==> src/rtl/arrow_key_repeat_pkg.sv <==
// Shared constants for the arrow-key conditioning block: key indices,
// repeat FSM encoding and default timing for the 65 MHz pixel clock.
package arrow_key_repeat_pkg;

  localparam int KEY_DOWN  = 0;
  localparam int KEY_UP    = 1;
  localparam int KEY_LEFT  = 2;
  localparam int KEY_RIGHT = 3;
  localparam int NUM_KEYS  = 4;

  localparam int DEF_DEBOUNCE_CYCLES = 650000;
  localparam int DEF_REPEAT_DELAY    = 32500000;
  localparam int DEF_REPEAT_PERIOD   = 3250000;
  localparam int DEF_CNT_W           = 25;

  typedef enum logic [1:0] {
    IDLE   = 2'd0,
    DELAY  = 2'd1,
    REPEAT = 2'd2
  } rep_state_e;

  // One-hot of the highest-priority set key; lower index wins (down first).
  function automatic logic [NUM_KEYS-1:0] pick_key(input logic [NUM_KEYS-1:0] lvl);
    logic [NUM_KEYS-1:0] sel;
    sel = '0;
    for (int i = NUM_KEYS - 1; i >= 0; i--) begin
      if (lvl[i]) begin
        sel    = '0;
        sel[i] = 1'b1;
      end
    end
    return sel;
  endfunction

endpackage

==> src/rtl/arrow_key_repeat_debounce.sv <==
// Two-flop synchroniser followed by a stability filter: the stable level only
// follows the synchronised input after DEBOUNCE_CYCLES consecutive differing cycles.
module key_debounce #(
  parameter int DEBOUNCE_CYCLES = 650000,
  parameter int CNT_W           = 25
) (
  input  logic clk,
  input  logic reset_n,
  input  logic btn_raw,
  output logic level
);

  localparam logic [CNT_W-1:0] DB_LAST = CNT_W'(DEBOUNCE_CYCLES - 1);

  logic             sync1_q, sync1_d;
  logic             sync2_q, sync2_d;
  logic             level_q, level_d;
  logic [CNT_W-1:0] cnt_q, cnt_d;

  always_comb begin
    sync1_d = btn_raw;
    sync2_d = sync1_q;
    level_d = level_q;
    cnt_d   = cnt_q;
    if (sync2_q == level_q) begin
      cnt_d = '0;
    end else if (cnt_q == DB_LAST) begin
      level_d = sync2_q;
      cnt_d   = '0;
    end else begin
      cnt_d = cnt_q + 1'b1;
    end
  end

  always_ff @(posedge clk or negedge reset_n) begin
    if (!reset_n) begin
      sync1_q <= 1'b0;
      sync2_q <= 1'b0;
      level_q <= 1'b0;
      cnt_q   <= '0;
    end else begin
      sync1_q <= sync1_d;
      sync2_q <= sync2_d;
      level_q <= level_d;
      cnt_q   <= cnt_d;
    end
  end

  assign level = level_q;

endmodule

==> src/rtl/arrow_key_repeat.sv <==
// Turns four raw arrow buttons into single-cycle step pulses with auto-repeat,
// at most one direction per cycle (priority down > up > left > right).
module arrow_key_repeat
  import arrow_key_repeat_pkg::*;
#(
  parameter int DEBOUNCE_CYCLES = DEF_DEBOUNCE_CYCLES,
  parameter int REPEAT_DELAY    = DEF_REPEAT_DELAY,
  parameter int REPEAT_PERIOD   = DEF_REPEAT_PERIOD,
  parameter int CNT_W           = DEF_CNT_W
) (
  input  logic clk,
  input  logic reset_n,
  input  logic enable,
  input  logic btn_up,
  input  logic btn_down,
  input  logic btn_left,
  input  logic btn_right,
  output logic up,
  output logic down,
  output logic left,
  output logic right
);

  localparam logic [CNT_W-1:0] RD_LAST = CNT_W'(REPEAT_DELAY - 1);
  localparam logic [CNT_W-1:0] RP_LAST = CNT_W'(REPEAT_PERIOD - 1);

  logic [NUM_KEYS-1:0] lvl;
  logic [NUM_KEYS-1:0] active;

  rep_state_e          state_q, state_d;
  logic [CNT_W-1:0]    cnt_q, cnt_d;
  logic [NUM_KEYS-1:0] key_q, key_d;
  logic [NUM_KEYS-1:0] pulse_q, pulse_d;

  key_debounce #(.DEBOUNCE_CYCLES(DEBOUNCE_CYCLES), .CNT_W(CNT_W)) u_deb_down (
    .clk(clk), .reset_n(reset_n), .btn_raw(btn_down), .level(lvl[KEY_DOWN])
  );
  key_debounce #(.DEBOUNCE_CYCLES(DEBOUNCE_CYCLES), .CNT_W(CNT_W)) u_deb_up (
    .clk(clk), .reset_n(reset_n), .btn_raw(btn_up), .level(lvl[KEY_UP])
  );
  key_debounce #(.DEBOUNCE_CYCLES(DEBOUNCE_CYCLES), .CNT_W(CNT_W)) u_deb_left (
    .clk(clk), .reset_n(reset_n), .btn_raw(btn_left), .level(lvl[KEY_LEFT])
  );
  key_debounce #(.DEBOUNCE_CYCLES(DEBOUNCE_CYCLES), .CNT_W(CNT_W)) u_deb_right (
    .clk(clk), .reset_n(reset_n), .btn_raw(btn_right), .level(lvl[KEY_RIGHT])
  );

  assign active = pick_key(lvl);

  // key_q remembers which key was last pulsed so a change of winner while
  // held restarts the repeat sequence as a fresh press.
  always_comb begin
    state_d = state_q;
    cnt_d   = cnt_q;
    key_d   = key_q;
    pulse_d = '0;
    if (!enable || (active == '0)) begin
      state_d = IDLE;
      cnt_d   = '0;
      key_d   = '0;
    end else begin
      case (state_q)
        IDLE: begin
          pulse_d = active;
          key_d   = active;
          cnt_d   = '0;
          state_d = DELAY;
        end
        DELAY: begin
          if (active != key_q) begin
            pulse_d = active;
            key_d   = active;
            cnt_d   = '0;
          end else if (cnt_q == RD_LAST) begin
            pulse_d = active;
            cnt_d   = '0;
            state_d = REPEAT;
          end else begin
            cnt_d = cnt_q + 1'b1;
          end
        end
        REPEAT: begin
          if (active != key_q) begin
            pulse_d = active;
            key_d   = active;
            cnt_d   = '0;
            state_d = DELAY;
          end else if (cnt_q == RP_LAST) begin
            pulse_d = active;
            cnt_d   = '0;
          end else begin
            cnt_d = cnt_q + 1'b1;
          end
        end
        default: begin
          state_d = IDLE;
          cnt_d   = '0;
          key_d   = '0;
        end
      endcase
    end
  end

  always_ff @(posedge clk or negedge reset_n) begin
    if (!reset_n) begin
      state_q <= IDLE;
      cnt_q   <= '0;
      key_q   <= '0;
      pulse_q <= '0;
    end else begin
      state_q <= state_d;
      cnt_q   <= cnt_d;
      key_q   <= key_d;
      pulse_q <= pulse_d;
    end
  end

  assign down  = pulse_q[KEY_DOWN];
  assign up    = pulse_q[KEY_UP];
  assign left  = pulse_q[KEY_LEFT];
  assign right = pulse_q[KEY_RIGHT];

endmodule

==> config.mk <==
export PLATFORM = sky130hd
export DESIGN_NAME = arrow_key_repeat
export DESIGN_NICKNAME = d
export VERILOG_FILES = /design/src/rtl/arrow_key_repeat_pkg.sv /design/src/rtl/arrow_key_repeat_debounce.sv /design/src/rtl/arrow_key_repeat.sv
export SDC_FILE = /design/constraint.sdc
export NUM_CORES = 1
export LEC_CHECK = 0
export ABC_AREA = 1
export ABC_CLOCK_PERIOD_IN_PS = 4540
export BUFFER_PORTS_ARGS = -buffer_cell sky130_fd_sc_hd__buf_2
export CORE_MARGIN = 3
export CORE_UTILIZATION = 35
export CTS_CLUSTER_DIAMETER = 60
export CTS_CLUSTER_SIZE = 20
export DETAILED_ROUTE_END_ITERATION = 10
export PLACE_DENSITY = 0.61
export SETUP_SLACK_MARGIN = 0.1
export SLEW_MARGIN = 10
export SYNTH_ARGS = -nofsm -noshare
export SYNTH_HDL_FRONTEND = slang
export SYNTH_SLANG_ARGS = --single-unit
==> constraint.sdc <==
create_clock -name clk -period 4.54 [get_ports clk]
set_input_delay 0 -clock clk [delete_from_list [all_inputs] [get_ports clk]]
set_output_delay 0 -clock clk [all_outputs]
set_load 0.1 [all_outputs]
==> results.sh <==
export IMPL_grt_pass1_wl_mm=34.6
export IMPL_path_class="register to register"
export IMPL_cts_tree="done"
export IMPL_slowest_stage="dfrtp_1"
export IMPL_place_congestion=0.931
export IMPL_cts_inserted_buffers=17
export IMPL_track_usage=0.159
export IMPL_min_period_over_period=0.441
export IMPL_design_die_area_sq_um=26400
export IMPL_die_w_um=162
export IMPL_htree_num_levels=4
export IMPL_drtIter0Drc=555
export IMPL_crit_required_ns=4.84
export IMPL_synth_nets=1202
export IMPL_worstPathCellList="ha_1, nand3_1, nor3_1, nand4_1, nand2_2, nor3_1"
export IMPL_status="complete, no violations"
export IMPL_skew_ns=0.00842
export IMPL_p_leak_nw=4.09
export IMPL_finalWirelength_mm=19.8
export IMPL_synth_seq_area_share=0.430
export IMPL_fp_dieH_um=162
export IMPL_utilization=0.405
export IMPL_crit_buf_inv=0
export IMPL_cts_clk_slew_worst_paths_ns=0.06
export IMPL_crit_path_end_kind="register"
export IMPL_antenna_found_initial=0
export IMPL_cp_top_family="simple AND/OR/NAND/NOR gates"
export IMPL_ant_nets=0
export IMPL_tns_ns=0
export IMPL_slowest_delay_ns=0.40
export IMPL_design_area_sq_um=9630
export IMPL_insertedDiodeCount=0
export IMPL_grt_overflow=0
export IMPL_grt_max_degree=53
export IMPL_post_cts_resized=0
export IMPL_final_nets=1228
export IMPL_avgSynthCellArea_sq_um=7.22
export IMPL_worst_path_most_repeated_cell="nor3_1"
export IMPL_peakVddDrop_mv=0.253
export IMPL_ys_ff_latch=147
export IMPL_vias=7476
export IMPL_multiInputGateArea_sq_um=4220
export IMPL_core_region_area_sq_um=23800
export IMPL_ios=11
export IMPL_io_buffers=10
export IMPL_vias_per_cell=4.85
export IMPL_ys_warn_count=0
export IMPL_timing_fmax_mhz=499
export IMPL_final_fill_count=2438
export IMPL_fin_hold_ws_ns=0.0558
export IMPL_hold_violations=0
export IMPL_cellPowerDensity_nw_per_um2=299
export IMPL_postSynthCellCount=1186
export IMPL_cts_root_buffer="clkbuf_16"
export IMPL_wl_per_cell_um=12.9
export IMPL_cp_max_fo=9
export IMPL_rsz0062_at_grt="false"
export IMPL_ys_types=33
export IMPL_seqCellArea_sq_um=3680
export IMPL_worstMarginPinSlew_ns=0.717
export IMPL_max_slew_margin=0.518
export IMPL_insertion_delay_ns=0.42
export IMPL_hp_class="primary input to asynchronous set/reset pin"
export IMPL_drive_gt1_frac=0.0662
export IMPL_drv_slew=0
export IMPL_firstDrtPassIters=5
export IMPL_period_minus_slack_ns=2.00
export IMPL_worstPathArrival_ns=2.30
export IMPL_cp_start_kind="register"
export IMPL_finalSetupViolCount=0
export IMPL_grt_pass1_vias=7222
export IMPL_placed_area_sq_um=8960
export IMPL_cap_violations=0
export IMPL_dp_final_hpwl_mm=14.9
export IMPL_start_util=0.360
export IMPL_clk_path_buf_depth=2
export IMPL_cts_sinks=147
export IMPL_syn_to_final_growth_pct=12.5
export IMPL_syn_area_sq_um=8560
export IMPL_row_count=56
export IMPL_drc=0
[layout make-up]
type / count / area share
multi-input cells: 871 / 0.438
flip-flops and latches: 147 / 0.382
inverters: 158 / 0.0616
well taps: 319 / 0.0415
clock inverters: 10 / 0.0164
clock buffers: 20 / 0.0474
repair buffers: 17 / 0.0126
[stage by stage]
stage | total power, W | instances | setup WS [ns]
finish | 0.00287 | 1542 | 2.54
global route | 0.00299 | 1542 | 2.25
CTS | 0.00292 | 1542 | 2.51
detailed placement | 0.00143 | 1507 | 2.51
global placement | 0.00143 | 1507 | 2.60
floorplan | 0.00139 | 1186 | 2.94
[layer usage]
layer	vias up	share of wire	GRT usage
met2	149	0.44	0.246
met1	3490	0.50	0.227
met3	23	0.041	0.0295
met5	-	0	0
met4	0	0.017	0.0508
li1	3814	-	-
[path summary, 6_finish.rpt]
kind | from | endpoint | slack (ns) | depth (start not counted)
max | u_deb_down.cnt_q[0] | u_deb_down.cnt_q[14] | 2.54 | 6
min | reset_n | u_deb_down.cnt_q[7] | 0.06 | 2
max reg2reg | u_deb_down.cnt_q[0] | u_deb_down.cnt_q[14] | 2.54 | 6
min reg2reg | u_deb_right.sync1_q | u_deb_right.sync2_q | 0.35 | 0
max in group asynchronous | reset_n | cnt_q[4] | 3.46 | 3
min in group clk | enable | cnt_q[23] | 0.13 | 5
[cell families (layout without fill, tap and decap cells)]
family | count (synthesis) | count (layout) | synth area share
flip-flops | 147 | 147 | 0.430
XOR/XNOR | 64 | 64 | 0.0655
AND/OR/NAND/NOR | 758 | 758 | 0.390
buffers and inverters | 168 | 205 | 0.0769
AO/OA/AOI/OAI | 40 | 40 | 0.0246
adder cells (fa/ha/maj) | 9 | 9 | 0.0132
[cell usage after synthesis]
cell type	n	area, sq um
inv_1	154	578
inv_2	2	7.51
and2_1	1	6.26
or2_2	4	25.0
nand2_1	264	991
nand4_1	33	206
clkbuf_1	3	11.3
nand3b_1	1	7.51
ha_1	9	113
buf_2	4	20.0
nor3_1	69	345
nand2_2	4	25.0
nor2_2	21	131
o21ai_0	18	90.1
a31oi_1	2	12.5
xor2_1	49	429
o21bai_1	1	7.51
nor2_1	238	893
buf_6	3	33.8
o21ai_1	6	30.0
clkinv_1	2	7.51
a21oi_1	11	55.1
nand3_2	2	20.0
nor3_2	3	30.0
dfrtp_1	147	3680
or3_1	1	6.26
xnor2_1	15	131
a21o_1	2	15.0
nand3_1	91	455
nor4_1	13	81.3
nor3b_1	9	67.6
nand4_2	1	12.5
nor2_4	3	33.8
[where the power goes]
part           internal (W)  total [W]  switching [W]
Combinational     0.0000177  0.0000703      0.0000526
Sequential          0.00132    0.00134      0.0000123
Clock              0.000939    0.00147       0.000529
Total               0.00228    0.00287       0.000594
[registers in the layout, indices dropped and copies added, names as in the netlist, 2 cells and up]
name / cells
u_deb_down.cnt_q: 25
cnt_q: 25
key_q: 4
u_deb_left.cnt_q: 25
state_q: 2
u_deb_up.cnt_q: 25
pulse_q: 4
u_deb_right.cnt_q: 25
[layout by cell type, fill, tap and decap left out, types with 15 or more instances in the layout]
cell type  synthesis  layout
nor3_1            69      69
xnor2_1           15      15
nand4_1           33      33
nor2_2            21      21
inv_1            154     154
nand3_1           91      91
nor2_1           238     238
clkbuf_16          0      17
nand2_1          264     264
o21ai_0           18      18
xor2_1            49      49
dfrtp_1          147     147
[timing repair]
action                     CTS  global route
setup endpoints to repair    0             0
hold endpoints to repair    47             0
setup buffers                0             0
hold buffers                 5             0
(Power assumes the default switching activity.)
